## src/rtl/conv_window_ctrl.sv

```systemverilog
// conv_window_ctrl: frames one IMG_W x IMG_H image through a KxK window generator.
// Define CONV_WINDOW_STRIDE2_EN to flag only stride-2 window positions.
module conv_window_ctrl #(
  parameter int IMG_W = 28,
  parameter int IMG_H = 28,
  parameter int K     = 3,
  parameter int CNT_W = 5,
  parameter int OUT_W = 10
) (
  input  logic             iClk,
  input  logic             iRsn,
  input  logic             iStart,
  input  logic             iPixelValid,
  output logic             oPixelReady,
  output logic             oShiftEn,
  output logic [CNT_W-1:0] oCol,
  output logic [CNT_W-1:0] oRow,
  output logic             oWindowValid,
  input  logic             iWindowReady,
  output logic             oBusy,
  output logic             oFrameDone,
  output logic [OUT_W-1:0] oWinCount
);

  typedef enum logic [1:0] {
    IDLE,
    RUN,
    DRAIN,
    DONE
  } state_t;

  localparam logic [CNT_W-1:0] LAST_COL  = CNT_W'(IMG_W - 1);
  localparam logic [CNT_W-1:0] LAST_ROW  = CNT_W'(IMG_H - 1);
  localparam logic [CNT_W-1:0] WIN_START = CNT_W'(K - 1);

  state_t state;
  logic   accept;
  logic   handshake;
  logic   lastPixel;
  logic   winPixel;

  // An unconsumed window blocks the stream, but a consumed one lets a pixel in the same cycle.
  always_comb begin
    oPixelReady = (state == RUN) && !(oWindowValid && !iWindowReady);
  end

  assign oShiftEn  = iPixelValid & oPixelReady;
  assign accept    = oShiftEn;
  assign handshake = oWindowValid & iWindowReady;
  assign lastPixel = (oRow == LAST_ROW) && (oCol == LAST_COL);

`ifdef CONV_WINDOW_STRIDE2_EN
  logic [CNT_W-1:0] rowOff;
  logic [CNT_W-1:0] colOff;

  assign rowOff   = oRow - WIN_START;
  assign colOff   = oCol - WIN_START;
  assign winPixel = accept && (oRow >= WIN_START) && (oCol >= WIN_START)
                    && !rowOff[0] && !colOff[0];
`else
  assign winPixel = accept && (oRow >= WIN_START) && (oCol >= WIN_START);
`endif

  always_ff @(posedge iClk) begin
    if (!iRsn) begin
      state        <= IDLE;
      oCol         <= '0;
      oRow         <= '0;
      oWinCount    <= '0;
      oWindowValid <= 1'b0;
      oFrameDone   <= 1'b0;
      oBusy        <= 1'b0;
    end else begin
      oFrameDone <= 1'b0;

      if (winPixel) begin
        oWindowValid <= 1'b1;
      end else if (handshake) begin
        oWindowValid <= 1'b0;
      end

      if (handshake) begin
        oWinCount <= oWinCount + OUT_W'(1);
      end

      case (state)
        IDLE: begin
          if (iStart) begin
            state     <= RUN;
            oBusy     <= 1'b1;
            oWinCount <= '0;
            oRow      <= '0;
            oCol      <= '0;
          end
        end
        RUN: begin
          if (accept) begin
            if (oCol == LAST_COL) begin
              oCol <= '0;
              if (lastPixel) begin
                oRow  <= '0;
                state <= DRAIN;
              end else begin
                oRow <= oRow + CNT_W'(1);
              end
            end else begin
              oCol <= oCol + CNT_W'(1);
            end
          end
        end
        // The last pixel's window, if any, must be consumed before the frame closes.
        DRAIN: begin
          if (!oWindowValid || handshake) begin
            state      <= DONE;
            oFrameDone <= 1'b1;
          end
        end
        DONE: begin
          state <= IDLE;
          oBusy <= 1'b0;
        end
        default: begin
          state <= IDLE;
          oBusy <= 1'b0;
        end
      endcase
    end
  end

endmodule

```

## config.mk

```make
export PLATFORM = sky130hd
export DESIGN_NAME = conv_window_ctrl
export DESIGN_NICKNAME = d
export VERILOG_FILES = /design/src/rtl/conv_window_ctrl.sv
export SDC_FILE = /design/constraint.sdc
export NUM_CORES = 1
export LEC_CHECK = 0
export ABC_AREA = 1
export BUFFER_PORTS_ARGS = -buffer_cell sky130_fd_sc_hd__buf_2
export CAP_MARGIN = 20
export CORE_AREA = 2 2 49 73
export DETAILED_ROUTE_END_ITERATION = 10
export DIE_AREA = 0 0 51 75
export GPL_ROUTABILITY_DRIVEN = 0
export PLACE_DENSITY_LB_ADDON = 0.3
export SETUP_SLACK_MARGIN = 0.2
export SYNTH_ARGS = -nofsm -noshare
export SYNTH_HDL_FRONTEND = slang
export SYNTH_SLANG_ARGS = --single-unit
```

## constraint.sdc

```tcl
create_clock -name iClk -period 1.5 [get_ports iClk]
set_input_delay 0 -clock iClk [delete_from_list [all_inputs] [get_ports iClk]]
set_output_delay 0 -clock iClk [all_outputs]
set_load 0.01 [all_outputs]
```

* Word level (Yosys, flattened, before mapping)
Cells that the tools add are included.
** Word-level totals
- Register bits after elaboration :: 25
- Bits of input ports :: 5
- Output and inout bits :: 25
- Logic and storage cells :: 64
** Operators by class
- $add $sub $neg :: 3
- Order comparisons :: 2
- Equal/unequal tests :: 10
- Muxes and demuxes :: 22
- Bitwise logic cells :: 2
- Reduce and logical (&&, ||, !) cells :: 18
** Operator list (count)
- two-way mux 10 bit :: 3
- two-way mux 5 bit :: 6
- case mux 5 bit (2 select lines) :: 2
- adder 10 x 1 -> 10 bit (second input constant) :: 1
- adder 5 x 1 -> 5 bit (second input constant) :: 2
- equality test 5 bit (second input constant) :: 2
- >= comparator 5 x 2 -> 1 bit (second input constant) :: 2
- two-way mux 2 bit :: 5
- inequality test 2 bit (second input constant) :: 4
- case mux 2 bit (4 select lines) :: 1
- nonzero test 2 bit :: 3
- logical AND 1 bit :: 5
- AND reduction 5 bit :: 1
- equality test 2 bit (second input constant) :: 2
- two-way mux 1 bit :: 4
- AND reduction 2 bit :: 2
- AND reduction 4 bit :: 1
- logical NOT 1 bit :: 3
- AND reduction 3 bit :: 1
- AND 1 bit :: 2
- equality test 2 x 1 -> 1 bit (second input constant) :: 1
- logical NOT 2 bit :: 1
- inequality test 2 x 1 -> 1 bit (second input constant) :: 1
- case mux 1 bit (2 select lines) :: 1
- logical OR 1 bit :: 1

* Depth between registers and ports, before layout
- Word-level depth :: 8
- Depth in mapped cells :: 11
- Depth with buffers taken out :: 11

* Worst setup path before layout
No wires, ideal clock.
- Path kind :: register to register
- Start point :: register oCol[1]
- End point :: register oRow[3]
- Library setup time :: 0.119 ns
- Data arrival time :: 1.328 ns
- Data required time :: 1.381 ns
- Setup slack :: 0.053 ns
- Stages on the path, launching flop included :: 9
- Buffers on the path :: 0
- Clock period less this slack :: 1.447 ns
- Cell sequence :: dfxtp_1 -> ha_1 -> nand2_1 -> inv_1 -> nand2_1 -> nand2_1 -> nand3_4 -> o21ai_2 -> nor2_1
** Between the ends
- Cells in the longest elaborated chain, start to end :: 6
- Elaborated cells between the ends (all ways) :: 8
- Classes of those cells :: eq/ne: 2; mux: 4; reduce/logical: 2
** Ends and longest elaborated chain
- from (decl) :: line 16 : output logic [CNT_W-1:0] oCol,
- from (signal assigned) :: line 107 : oCol <= oCol + CNT_W'(1);
- equality test 5 bit * :: line 50, 98
- logical AND 1 bit :: line 50 : assign lastPixel = (oRow == LAST_ROW) && (oCol == LAST_COL);
- two-way mux 5 bit :: line 100 : if (lastPixel) begin
- two-way mux 5 bit :: line 98 : if (oCol == LAST_COL) begin
- two-way mux 5 bit :: line 97 : if (accept) begin
- case mux 5 bit (2 select lines) :: line 86 : case (state)
- to (signal assigned) :: line 104 : oRow <= oRow + CNT_W'(1);
- to (decl) :: line 17 : output logic [CNT_W-1:0] oRow,
Mark *: on every way between the ends. The rest lies on a longest branch, timed or not. The select of a mux whose other input is x is not followed.
A chain may end at the register's enable or synchronous reset.

* Worst setup path in the final report
- Start point :: register state[1]
- End point :: register oRow[3]
** Between the ends
- Cells in the longest elaborated chain, start to end :: 5
- Elaborated cells between the ends (all ways) :: 10
- Classes of those cells :: eq/ne: 4; mux: 1; bitwise: 1; reduce/logical: 4
** Ends and longest elaborated chain
- from (decl) :: line 36 : state_t state;
- from (signal assigned) :: line 66 : state <= IDLE;
- from (signal assigned) :: line 89 : state <= RUN;
- from (signal assigned) :: line 102 : state <= DRAIN;
- equality test 2 x 1 -> 1 bit :: line 44, 86
- logical AND 1 bit :: line 44 : oPixelReady = (state == RUN) && !(oWindowValid && !iWindowReady);
- AND 1 bit :: line 47 : assign oShiftEn = iPixelValid & oPixelReady;
- inequality test 2 bit (no source line)
- AND reduction 4 bit (no source line)
Parallel ways exist; a longest one is shown, timed or not.

==> out/results.txt <==
Status = finished, final reports clean
Placed cells = 294
Avg Cell Area, Syn = 6.72 µm²
Crit path DAT = 1.48 ns
Slowest stage delay, CP = 0.37 ns
GR Util All Layers = 20.1%
Cell Area, Synth = 0.00149 mm²
Non-Filler Instances = 308
Antenna viol nets, final = 0
Post-layout nets = 284
Synth cell types = 23
Crit-path max FO = 7
PortBufs = 29
Post-layout instance area = 0.00203 mm²
Largest area contributor in the netlist = dfxtp_1
Clock sink count = 25
First-pass GRT wire length = 5880 µm
CP cell instances = inv_4 -> ha_4 -> inv_4 -> nand2_4 -> nand2_4 -> nand3_4 -> o21ai_4 -> nor2_1
Synth top area share = 33.5%
Yosys warns = 0
Slew Viols, Final = 0
Cts hold-fix bufs = 0
CTS tree = done
Pin count of the biggest net entering global routing = 15
FP Rows = 25
Initial DRC count = 30
Slowest CP cell = dfxtp_2
DRC errors left = 0
Die height = 75 µm
Most used flip-flop cell after synthesis = dfxtp_1
Clock latency on the worst-skew pair = 0.27 ns
CP Capture Type = flop
Antenna violations before repair = 0
Total grt overflow = 0
Ys async rst share = 0%
Power density over cell area = 1340 mW/mm²
Synth Net Count = 237
Via count = 1530
Final WS setup = 0.188 ns
Fin crit share = 87.4%
Final setup skew = 0.00348 ns
WL/cell = 11.5 µm
Most common cell after layout, fill and taps aside = nand2_1
Most frequent cells in the layout = nand2_1 (45), nor2_1 (36), inv_1 (30)
Synth top area cells = dfxtp_1 (34%), nand2_1 (13%), nor2_1 (10%)
Maxcap violations = 0
WP data required = 1.67 ns
H-tree depth = 1
Final Hold Fails = 0
TritonCTS buffer count = 3
Share of layout cells above drive strength 1 = 36.6%
Hold_ws = 0.0360 ns
TNS Setup = 0 ns
DR vias/cell = 4.97
Cells after Synth = 222
Starting Density = 47.2%
Slew Limit Headroom = 81.7%
Layout Utilization = 64.3%
# fillers = 287
WP buf/inv = 2
Maximum clock frequency = 0.762 GHz
Drt first pass iters = 4
Maximum VDD drop = 1.24 mV
Post-synthesis sequential area ratio = 33.5%
Antenna Diode Count = 0
Placed cell area = 0.00176 mm²
Crit Path Category = reg2reg
CP startpoint kind = flop
Clock Tree Buf Depth = 2
# IOs = 30
Vias in the first global route = 1434
Core Box Area = 0.00316 mm²
HP Class = in2reg
Routed WL = 3540 µm
Detailed placement HPWL = 2680 µm
Tot Pwr = 2.72 mW
RSZ-0062 raised after global routing = yes
Pre-CTS setup slack = 0.0228 ns
Leakage power = 0.958 nW
Die area = 0.00383 mm²
Clock transition at path regs = 0.09 ns
EDFF count, synth = 0
CP delay by family, top = flip-flops
Slew @ Worst Pin = 0.274 ns
Layout area overhead = 36.0%
Clock Root Buffer = clkbuf_8
Endpoints failing setup = 0
Die Width = 51 µm
Post-synthesis sequential element count = 25
Final Critical Period = 1.31 ns
==> metal layers <==
metal | wire length, µm | GRT usage, % | vias up
met5 | 0 | 0 | -
met4 | 146 | 11.7 | 0
met3 | 111 | 1.39 | 11
met2 | 1940 | 38.1 | 35
met1 | 1340 | 21.5 | 696
li1 | - | - | 788
==> repair_timing <==
action | CTS | global route
pin swaps | 11 | 15
gates resized for setup | 18 | 25
setup endpoints to repair | 15 | 21
buffers inserted | 7 | 3
==> kinds of logic (layout without fill, tap and decap cells) <==
group	Yosys count	count (layout)	share of synthesized area (%)
buffers and inverters	39	85	9.97
xor gates and xnor gates	2	2	1.17
adders and majority gates	10	10	8.38
AOI/OAI and AO/OA	22	22	8.97
and+or+nand+nor	124	124	38.0
DFF	25	25	33.5
==> worst reg2reg max path: stages (launching register included) <==
cell	delay, ns
dfxtp_2	0.37
inv_4	0.06
ha_4	0.18
inv_4	0.08
nand2_4	0.07
nand2_4	0.09
nand3_4	0.13
o21ai_4	0.18
nor2_1	0.05
==> synthesized netlist by cell type, types with 2 or more instances <==
library cell and instances:
nand2_1 52, nor2_1 40, inv_1 34, dfxtp_1 25, nand3_1 13, ha_1 10
a21oi_1 8, nand4_1 7, o21ai_0 7, inv_2 4, nand2_4 3, nor2_2 3
nor3_1 3, nand3_4 2, o21ai_1 2, xor2_1 2
==> path summary, 6_finish.rpt <==
path	from	end	slack, ns	depth (start not counted)
max	state[1]$_SDFFE_PN0P_	oRow[3]$_SDFFE_PN0P_	0.19	8
min	iRsn	state[1]$_SDFFE_PN0P_	0.04	3
max reg2reg	state[1]$_SDFFE_PN0P_	oRow[3]$_SDFFE_PN0P_	0.19	8
min reg2reg	oWinCount[6]$_SDFF_PN0_	oWinCount[6]$_SDFF_PN0_	0.50	2
==> flip-flops by register name (all words and copies together) (netlist names) <==
signal,flops
oBusy,1
oCol,5
oFrameDone,1
oRow,5
oWinCount,10
oWindowValid,1
state,2
==> cell type report <==
cell class	count	area (µm²)	area share (%)
clock buffer	3	41.3	2.03
clock inverter	1	5.00	0.246
inverter	39	166	8.19
multi-input combinational	158	991	48.8
sequential	25	514	25.3
tap	40	50.0	2.46
timing repair buffer	42	263	12.9
==> where the power goes <==
part / internal (mW) / total [mW] / switching [mW]
registers: 0.754 / 0.838 / 0.0837
clock network: 0.186 / 0.408 / 0.222
logic: 0.610 / 1.47 / 0.864
(Power assumes the default switching activity.)
